`config.mk`:
```
export PLATFORM = sky130hd
export DESIGN_NAME = dma_dev_arbiter
export DESIGN_NICKNAME = d
export VERILOG_FILES = /design/src/rtl/dma_dev_arbiter.sv
export SDC_FILE = /design/constraint.sdc
export NUM_CORES = 1
export LEC_CHECK = 0
export CAP_MARGIN = 10
export CELL_PAD_IN_SITES_DETAIL_PLACEMENT = 1
export CELL_PAD_IN_SITES_GLOBAL_PLACEMENT = 2
export CORE_MARGIN = 1.5
export CORE_UTILIZATION = 21
export CTS_CLUSTER_DIAMETER = 120
export CTS_CLUSTER_SIZE = 20
export DETAILED_ROUTE_END_ITERATION = 6
export GPL_ROUTABILITY_DRIVEN = 0
export PLACE_DENSITY_LB_ADDON = 0.12
export SLEW_MARGIN = 20
export SYNTH_ARGS = -nofsm -noshare
export SYNTH_HDL_FRONTEND = slang
export SYNTH_SLANG_ARGS = --single-unit
```
`constraint.sdc`:
```
create_clock -name clk -period 3.8 [get_ports clk]
set_input_delay 0.57 -clock clk [delete_from_list [all_inputs] [get_ports clk]]
set_output_delay 0.57 -clock clk [all_outputs]
set_load 0.01 [all_outputs]
```
`src/rtl/dma_dev_arbiter.sv`:
```
// dma_dev_arbiter: round-robin sharing of the DMA device port among N_DEV peripherals,
// with descriptor latching, granted-device routing and a stall watchdog.
module dma_dev_arbiter #(
    parameter int N_DEV    = 4,
    parameter int ADD_LEN  = 16,
    parameter int DATA_LEN = 16,
    parameter int WD_LEN   = 12,
    parameter int WD_LIMIT = 2048
) (
    input  logic                      clk,
    input  logic                      reset,
    input  logic [N_DEV-1:0]          req_rqst,
    input  logic [N_DEV-1:0]          req_rd_wr,
    input  logic [N_DEV*ADD_LEN-1:0]  req_num_words,
    input  logic [N_DEV*(ADD_LEN+1)-1:0] req_start_addr,
    input  logic [N_DEV-1:0]          req_ack,
    input  logic [N_DEV*DATA_LEN-1:0] req_data_in,
    output logic [N_DEV-1:0]          grant,
    output logic [N_DEV-1:0]          req_dma_ack,
    output logic [DATA_LEN-1:0]       req_data_out,
    output logic [N_DEV-1:0]          req_end,
    output logic [N_DEV-1:0]          req_error,
    output logic [ADD_LEN-1:0]        dma_num_words,
    output logic [ADD_LEN:0]          dma_start_addr,
    output logic                      dma_rd_wr,
    output logic                      dma_rqst,
    output logic                      dma_dev_ack,
    output logic [DATA_LEN-1:0]       dma_dev_in,
    output logic                      dma_rst,
    input  logic                      dma_ack_in,
    input  logic [DATA_LEN-1:0]       dma_dev_out,
    input  logic                      dma_end_flag,
    input  logic                      dma_error_flag
);
    localparam int IW = $clog2(N_DEV);
    localparam logic [IW:0] ND = (IW+1)'(N_DEV);
    localparam logic [WD_LEN-1:0] WD_MAX = WD_LEN'(WD_LIMIT);
    localparam logic [2:0] IDLE = 3'd0, ISSUE = 3'd1, BUSY = 3'd2, DONE = 3'd3, ABORT = 3'd4;

    logic [2:0]          state;
    logic [IW-1:0]       rr_ptr, g, off, pick, nxt_ptr;
    logic [IW:0]         sum;
    logic [2*N_DEV-1:0]  dbl;
    logic [WD_LEN-1:0]   wd, wd_nxt;
    logic                err, ab, g_ack, wd_hit, granted;

    // Rotate requests so the search always starts at rr_ptr, then map the offset back.
    assign dbl = {req_rqst, req_rqst} >> rr_ptr;
    always_comb begin
        off = '0;
        for (int k = N_DEV-1; k >= 0; k--)
            if (dbl[k]) off = IW'(k);
    end
    assign sum     = {1'b0, rr_ptr} + {1'b0, off};
    assign pick    = (sum >= ND) ? IW'(sum - ND) : sum[IW-1:0];
    assign nxt_ptr = (g == IW'(N_DEV-1)) ? '0 : g + 1'b1;

    assign granted      = |grant;
    assign g_ack        = granted & req_ack[g];
    assign dma_dev_ack  = g_ack;
    assign dma_dev_in   = granted ? req_data_in[g*DATA_LEN +: DATA_LEN] : '0;
    assign req_dma_ack  = dma_ack_in ? grant : '0;
    assign req_data_out = dma_dev_out;
    assign dma_rqst     = (state == ISSUE);
    assign dma_rst      = (state == ABORT);
    assign req_end      = ((state == DONE) || (state == ABORT && ab)) ? grant : '0;
    assign req_error    = ((state == DONE && err) || (state == ABORT && ab)) ? grant : '0;

    assign wd_nxt = (dma_ack_in | g_ack) ? '0 : wd + 1'b1;
    assign wd_hit = (WD_LIMIT != 0) && (wd_nxt == WD_MAX);

    always_ff @(posedge clk or posedge reset) begin
        if (reset) begin
            state          <= IDLE;
            rr_ptr         <= '0;
            g              <= '0;
            grant          <= '0;
            err            <= 1'b0;
            ab             <= 1'b0;
            wd             <= '0;
            dma_num_words  <= '0;
            dma_start_addr <= '0;
            dma_rd_wr      <= 1'b0;
        end else begin
            case (state)
                IDLE: if (|req_rqst) begin
                    g              <= pick;
                    grant          <= N_DEV'(1) << pick;
                    dma_num_words  <= req_num_words[pick*ADD_LEN +: ADD_LEN];
                    dma_start_addr <= req_start_addr[pick*(ADD_LEN+1) +: ADD_LEN+1];
                    dma_rd_wr      <= req_rd_wr[pick];
                    state          <= ISSUE;
                end
                ISSUE: begin
                    wd    <= '0;
                    ab    <= 1'b0;
                    state <= BUSY;
                end
                BUSY: begin
                    err   <= err | dma_error_flag;
                    wd    <= wd_nxt;
                    state <= dma_end_flag ? DONE : (wd_hit ? ABORT : BUSY);
                end
                DONE: begin
                    grant  <= '0;
                    err    <= 1'b0;
                    rr_ptr <= nxt_ptr;
                    state  <= IDLE;
                end
                ABORT: begin
                    ab <= ~ab;
                    if (ab) begin
                        grant  <= '0;
                        err    <= 1'b0;
                        rr_ptr <= nxt_ptr;
                        state  <= IDLE;
                    end
                end
                default: state <= IDLE;
            endcase
        end
    end
endmodule

```
==> out/results.tsv, run 1 <==
stage	metric	value	unit
status	status	completed	
sta	fin. max-slew vios	0	
grt	first-pass GRT wire length	36080	µm
sta	RSZ-0062 raised after global routing	false	
hold_path	hold path endpoint	g[0]	
drt	DRC Markers	0	
sta	Fin. Hold Viols	0	
grt	vias in the first global route	6576	
pwr	Peak VDD IR	0.5370	mV
final_layout	FF+latch area	0.001476	mm²
worst_setup_path	CP Launch Type	input port	
placement	IO Port Bufs	281	
worst_setup_path	R2R depth	10	
yosys	distinct cell type count after synthesis	58	
pwr	Reg power frac	0.150	
yosys	top_reg_cell synth	dfrtp_1	
sta	fin crit share	0.8088	
sta	endpoints failing setup	0	
placement	placed cell area	0.009002	mm²
worst_setup_path	Worst R2R Setup Slack	1020	ps
yosys	syn nets	915	
flow_run	Max-Cap Viols	0	
drt	WL per Instance	18.05	µm
grt	total grt overflow	0	
yosys	register area share after synthesis	0.2553	
clock_tree	CTS clock-pin slew for the worst setup and hold paths	50	ps
clock_tree	number of H-tree levels	3	
final_layout	post-route cell area	0.009333	mm²
clock_tree	CTS Hold Bufs	0	
grt	Total Routing Usage GR	0.1600	
yosys	synthesized area per cell	8.467	µm²
clock_tree	CTS root buf	clkbuf_16	
pwr	Comb power frac	0.728	
final_layout	commonest non-fill, non-tap cell in the layout	clkdlybuf4s50_1	
pwr	sw frac	0.4616	
final_layout	share of post-route cells with drive strength above 1	0.07359	
worst_setup_path	worst r2r src	rr_ptr[0]	
worst_setup_path	most frequent CP cell	mux2i_1	
clock_tree	number of CTS-inserted buffers	9	
worst_setup_path	CP Data Required Time	4000	ps
drt	DRT iter0 DRCs	170	
die	# IOs	314	
final_layout	synth-to-layout area growth	61.38	%
sta	Max Clock Skew	7.728	ps
pwr	Static Leakage	4.005	nW
hold_path	Hold Path Class	reg -> reg	
worst_setup_path	Slowest cell on crit path	clkdlybuf4s50_1	
sta	Slew headroom	0.4681	
sta	setup_tns	0	ps
yosys	Async SR Flop Fraction	1.000	
pwr	Int Power	0.004094	W
worst_setup_path	Critical Path AT	3270	ps
hold_path	hold wc startpoint	g[0]	
worst_setup_path	critical path fanouts, max	44	
worst_setup_path	sequence of cells on the critical path	clkdlybuf4s50_1, inv_1, o311a_1, o21ai_0, ha_4, buf_12, buf_4, mux2i_1, nor3_1, mux2i_1, nand3_1	
placement	DP HPWL	17890	µm
yosys	YS warnings	0	
clock_tree	Resized Gates After CTS	0	
worst_setup_path	Critical Path End Type	register	
yosys	Yosys reg bits	59	
final_layout	Fillers	3098	
final_layout	nets@finish	1151	
worst_setup_path	Buf+Inv Stages, Crit Path	4	
worst_setup_path	crit path kind	in -> reg	
pwr	Net Switching	0.003511	W
drt	total number of vias	6115	
final_layout	most frequent cells in the layout	281 x clkdlybuf4s50_1, 140 x nor3_1, 138 x mux2i_1, 59 x dfrtp_1, 54 x nand2_1	
clock_tree	clk buf depth	2	
die	row count	60	
die	Initial Utilization	0.2140	
yosys	EDFF count, synth	0	
grt	initial antenna violation count	1	
sta	fin crit period	3073	ps
pwr	Clock power frac	0.121	
die	core area	0.02703	mm²
sta	Final Hold Slack	475.5	ps
clock_tree	CTS tree	built	
yosys	Post-Synthesis Cells	683	
drt	Antenna Nets Post-Route	0	
pwr	Design Power	0.007605	W
pwr	PwrDens	814.8	mW/mm²
die	die area	0.02854	mm²
die	chip width	168.9	µm
drt	Via density	4.830	
clock_tree	clock sinks	59	
clock_tree	Skew-Pair Late Insertion Delay	330	ps
drt	DR pass1 iterations	4	
final_layout	multi-input logic area	0.003954	mm²
drt	Post-Route WL	22860	µm
worst_setup_path	CP top delay family	buffers and inverters	
worst_setup_path	worst reg2reg path endpoint	dma_start_addr[9]	
yosys	Post-Syn Area	0.005783	mm²
worst_setup_path	Slowest Stage Delay on Critical Path	550	ps
sta	Slew @ Worst Pin	797.8	ps
clock_tree	Setup Buffers After CTS	0	
sta	fmax	0.3254	GHz
grt	largest net degree at the start of global routing	76	
die	die height	168.9	µm
hold_path	hold depth	2	
==> synthesized netlist by cell type (all sizes together), types with 2 or more instances <==
cell,instances,share of area
nor3,140,0.12
mux2i,138,0.24
dfrtp,59,0.26
nand2,54,0.035
clkbuf,52,0.034
nand3,40,0.035
buf,33,0.035
and2,29,0.032
o21ai,19,0.016
mux4,17,0.071
nor2,11,0.0071
a21oi,9,0.0078
xnor2,7,0.011
nand4,6,0.0065
inv,4,0.0026
nor4,4,0.0054
o21bai,4,0.0052
a22o,3,0.0045
a31oi,3,0.0032
a32o,3,0.0052
and4,3,0.0045
ha,3,0.0065
nand2b,3,0.0032
o21a,3,0.0039
or4,3,0.0045
a21o,2,0.0026
a221oi,2,0.0030
and3,2,0.0022
nand3b,2,0.0026
nor2b,2,0.0022
o31a,2,0.0030
or3,2,0.0022
or3b,2,0.0030
xor2,2,0.0030
==> through the flow <==
| stage | instances | setup WS (ps) | utilization |
|---|---|---|---|
| after floorplan | 683 | 957.5 | - |
| after global placement | 1249 | 487.7 | 0.3331 |
| after detailed placement | 1249 | 379.2 | 0.3331 |
| after CTS | 1265 | 684.3 | 0.3452 |
| after global routing | 1266 | 544.5 | 0.3453 |
| final | 1266 | 726.7 | 0.3453 |
==> per-layer routing <==
layer	share of wire	GRT usage
met5	0	0
met4	0.013	0.04309
met3	0.060	0.03507
met2	0.49	0.2860
met1	0.43	0.1925
==> cell families after synthesis <==
logic type / Yosys count / synth area share
AOI/OAI and AO/OA: 60 / 0.06945
and+or+nand+nor: 307 / 0.2720
DFF: 59 / 0.2553
muxes: 156 / 0.3116
xor gates and xnor gates: 9 / 0.01363
adders and majority gates: 3 / 0.006491
buffers and inverters: 89 / 0.07161
==> state kept, by name (all words and copies together), names as in the netlist <==
name            count
dma_start_addr     17
dma_num_words      16
err                 1
ab                  1
grant               4
wd                 12
state               3
rr_ptr              2
dma_rd_wr           1
g                   2
==> power groups by stage <==
stage               combinational, W  sequential, W  clock (W)
global placement             0.00549        0.00115          0
finish                       0.00554        0.00114   0.000922
CTS                          0.00569        0.00116   0.000954
floorplan                    0.00344        0.00112          0
global route                 0.00610        0.00119   0.000978
detailed placement           0.00566        0.00116          0
==> area by class of cell <==
class / count / area share
multi-input combinational: 535 / 0.4236
tap: 341 / 0.04572
inverter: 4 / 0.001609
clock inverter: 6 / 0.009519
clock buffer: 10 / 0.02561
sequential: 59 / 0.1582
timing repair buffer: 310 / 0.3354
antenna: 1 / 0.0002681
==> worst reg2reg max path: stages (launching register included) <==
cell and delay, ps:
dfrtp_1 590, nor2_1 100, a221oi_1 280, o21ai_0 170, ha_4 320, buf_12 260
buf_4 330, mux2i_1 280, nor3_1 90, mux2i_1 140, nand3_1 100
==> worst max-delay path by stage <==
| stage | from | endpoint | slack (ps) | cells past startpoint |
|---|---|---|---|---|
| global route | req_rqst[0] | dma_start_addr[9] | 540 | 11 |
| detailed placement | req_rqst[3] | dma_start_addr[9] | 380 | 10 |
| floorplan | req_rqst[0] | dma_num_words[0] | 960 | 11 |
| CTS | req_rqst[3] | dma_start_addr[9] | 680 | 10 |
| finish | req_rqst[3] | dma_start_addr[9] | 730 | 11 |
| global placement | req_rqst[3] | dma_start_addr[8] | 490 | 10 |
(Power assumes the default switching activity.)
==> run 2: changes to the inputs <==
==> constraint.sdc (replaced) <==
create_clock -name clk -period 2.9 [get_ports clk]
set_input_delay 0.435 -clock clk [delete_from_list [all_inputs] [get_ports clk]]
set_output_delay 0.435 -clock clk [all_outputs]
set_load 0.01 [all_outputs]
==> out/results.tsv, run 2 (synthesized netlist as in run 1, its figures left out) <==
stage	metric	value	unit	change
grt	GR Util met2	0.3070		+0.02102
sta	Slew @ Worst Pin	634.2	ps	-163.6 ps
final_layout	most frequent cells in the layout	281 x clkdlybuf4s50_1, 140 x nor3_1, 138 x mux2i_1, 58 x dfrtp_1, 54 x nand2_1		
drt	Via density	4.898		+1.4%
clock_tree	CTS tree	built		
worst_setup_path	critical path fanouts, max	19		-57%
clock_tree	number of CTS-inserted buffers	9		unchanged
worst_setup_path	Worst setup startpoint	req_rqst[0]		
drt	Antenna Nets Post-Route	0		unchanged
drt	WL per Instance	18.48	µm	+2.4%
sta	Max Clock Skew	11.22	ps	+3.489 ps
grt	GR Layer Usage met3	0.04162		+0.006547
worst_setup_path	worst r2r src	rr_ptr[0]		
final_layout	nets@finish	1173		+1.9%
pwr	Static Leakage	4.159	nW	+3.9%
drt	DRC Markers	0		unchanged
worst_setup_path	R2R depth	11		+1
die	chip width	168.9	µm	unchanged
final_layout	post-layout util	0.3563		+0.01093
die	Initial Utilization	0.2140		unchanged
clock_tree	clk buf depth	2		unchanged
grt	largest net degree at the start of global routing	115		+51%
drt	Post-Route WL	23790	µm	+4.1%
grt	Total Routing Usage GR	0.1653		+0.005331
placement	DP HPWL	18650	µm	+4.3%
final_layout	registers with the most flip-flops	dma_start_addr x17, dma_num_words x16, wd x12		
clock_tree	number of H-tree levels	3		unchanged
clock_tree	Skew-Pair Late Insertion Delay	340	ps	about the same
final_layout	synth-to-layout area growth	66.49	%	
sta	setup_tns	0	ps	unchanged
die	die area	0.02854	mm²	unchanged
final_layout	Finished Layout Cells	1287		+1.7%
clock_tree	clock sinks	59		unchanged
die	row count	60		unchanged
grt	total grt overflow	0		unchanged
worst_setup_path	crit path kind	in -> reg		
drt	DRT iter0 DRCs	254		+49%
final_layout	max reg flops	17		unchanged
drt	DR pass1 iterations	4		unchanged
final_layout	most flop-heavy register	dma_start_addr		
placement	IO Port Bufs	281		unchanged
final_layout	Fillers	3073		-0.81%
grt	grt peak-use layer	met2		
final_layout	ANT cells	0		-1
flow_run	Max-Cap Viols	0		unchanged
clock_tree	CTS root buf	clkbuf_16		
final_layout	post-route cell area	0.009628	mm²	+3.2%
sta	fin crit period	2706	ps	
grt	met1 usage	0.1859		-0.006667
placement	placed cells	1265		+1.3%
worst_setup_path	CP Launch Type	input port		
pwr	PwrDens	1121	mW/mm²	+38%
sta	fin. max-slew vios	0		unchanged
hold_path	Hold Path Class	in -> async		
final_layout	commonest non-fill, non-tap cell in the layout	clkdlybuf4s50_1		
worst_setup_path	Worst R2R Setup Slack	260	ps	-760 ps
worst_setup_path	Critical Path End Type	register		
die	die height	168.9	µm	unchanged
sta	fin crit share	0.9329		
die	core area	0.02703	mm²	unchanged
pwr	Peak VDD IR	0.4434	mV	-17%
drt	total number of vias	6304		+3.1%
sta	fmax	0.3696	GHz	
sta	Final Hold Slack	466.4	ps	-9.106 ps
grt	first-pass GRT wire length	37160	µm	+3.0%
sta	Slew headroom	0.5772		+0.1091
status	status	completed		
placement	placed cell area	0.009248	mm²	+2.7%
sta	RSZ-0062 raised after global routing	false		
grt	vias in the first global route	6859		+4.3%
final_layout	share of post-route cells with drive strength above 1	0.09725		+0.02366
die	# IOs	314		unchanged
worst_setup_path	Critical Path AT	2920	ps	-350 ps
grt	initial antenna violation count	0		-1
clock_tree	CTS clock-pin slew for the worst setup and hold paths	70	ps	+20 ps
worst_setup_path	CP Data Required Time	3110	ps	-890 ps
sta	Fin. Hold Viols	0		unchanged
sta	endpoints failing setup	0		unchanged
==> run 2: cell count changes in the layout (fill, tap and decap cells not counted), sizes merged <==
cell / change
buf: +22
clkinv: +2
bufinv: -1
clkbuf: -1
clkinvlp: -1
diode: -1
inv: +1
==> run 2: layout make-up <==
class / count / area (µm²) / area share
clock inverters: 7 / 77.57 / 0.008057
inverters: 4 / 15.01 / 0.001559
clock buffers: 9 / 225.2 / 0.02339
multi-input cells: 535 / 3956 / 0.4109
flip-flops and latches: 59 / 1478 / 0.1535
well taps: 341 / 426.7 / 0.04431
repair buffers: 332 / 3450 / 0.3583
==> run 2: through the flow <==
step / worst slack [ps] / total power (W)
CTS: 39.29 / 0.01076
floorplan: 192.5 / 0.005969
global placement: -204.5 / 0.009383
finish: 194.4 / 0.01079
global route: 4.742 / 0.01166
detailed placement: -256.8 / 0.009572
==> run 2: metal layers <==
layer  vias to the layer above  part of all wire
li1                       3033                 -
met1                      3024              0.41
met2                       221              0.51
met3                        26             0.068
met4                         0             0.016
met5                         -                 0
==> run 2: worst max-delay path, stage by stage <==
cell and delay (ps):
clkdlybuf4s50_1 470, buf_4 190, nor4_1 270, a21oi_1 60, o21ai_1 160, ha_4 250
buf_12 140, buf_12 120, buf_12 160, mux2i_1 310, nor3_1 80, mux2i_1 160
nand3_1 90
==> run 2: worst paths after layout <==
| check | end |
|---|---|
| hold / removal | dma_start_addr[5] |
| setup reg to reg | dma_num_words[13] |
| max in group asynchronous | g[0] |
| hold reg to reg | dma_start_addr[11] |
| min in group clk | dma_start_addr[11] |
| setup / recovery | dma_num_words[13] |
==> run 2: power by group <==
part	switching [W]	internal, W
Combinational	0.00412	0.00407
Sequential	0.000294	0.00117
Clock	0.000464	0.000672
==> run 2: timing repair <==
| action | 4_1_cts | 5_1_grt |
|---|---|---|
| endpoints found under the setup margin | 7 | 20 |
| hold buffers | 0 | 0 |
| gates resized for setup | 1 | 3 |
| gates cloned | 0 | 0 |
| pin swaps | 0 | 1 |
| buffers inserted | 0 | 6 |
| endpoints found under the hold margin | 0 | 0 |
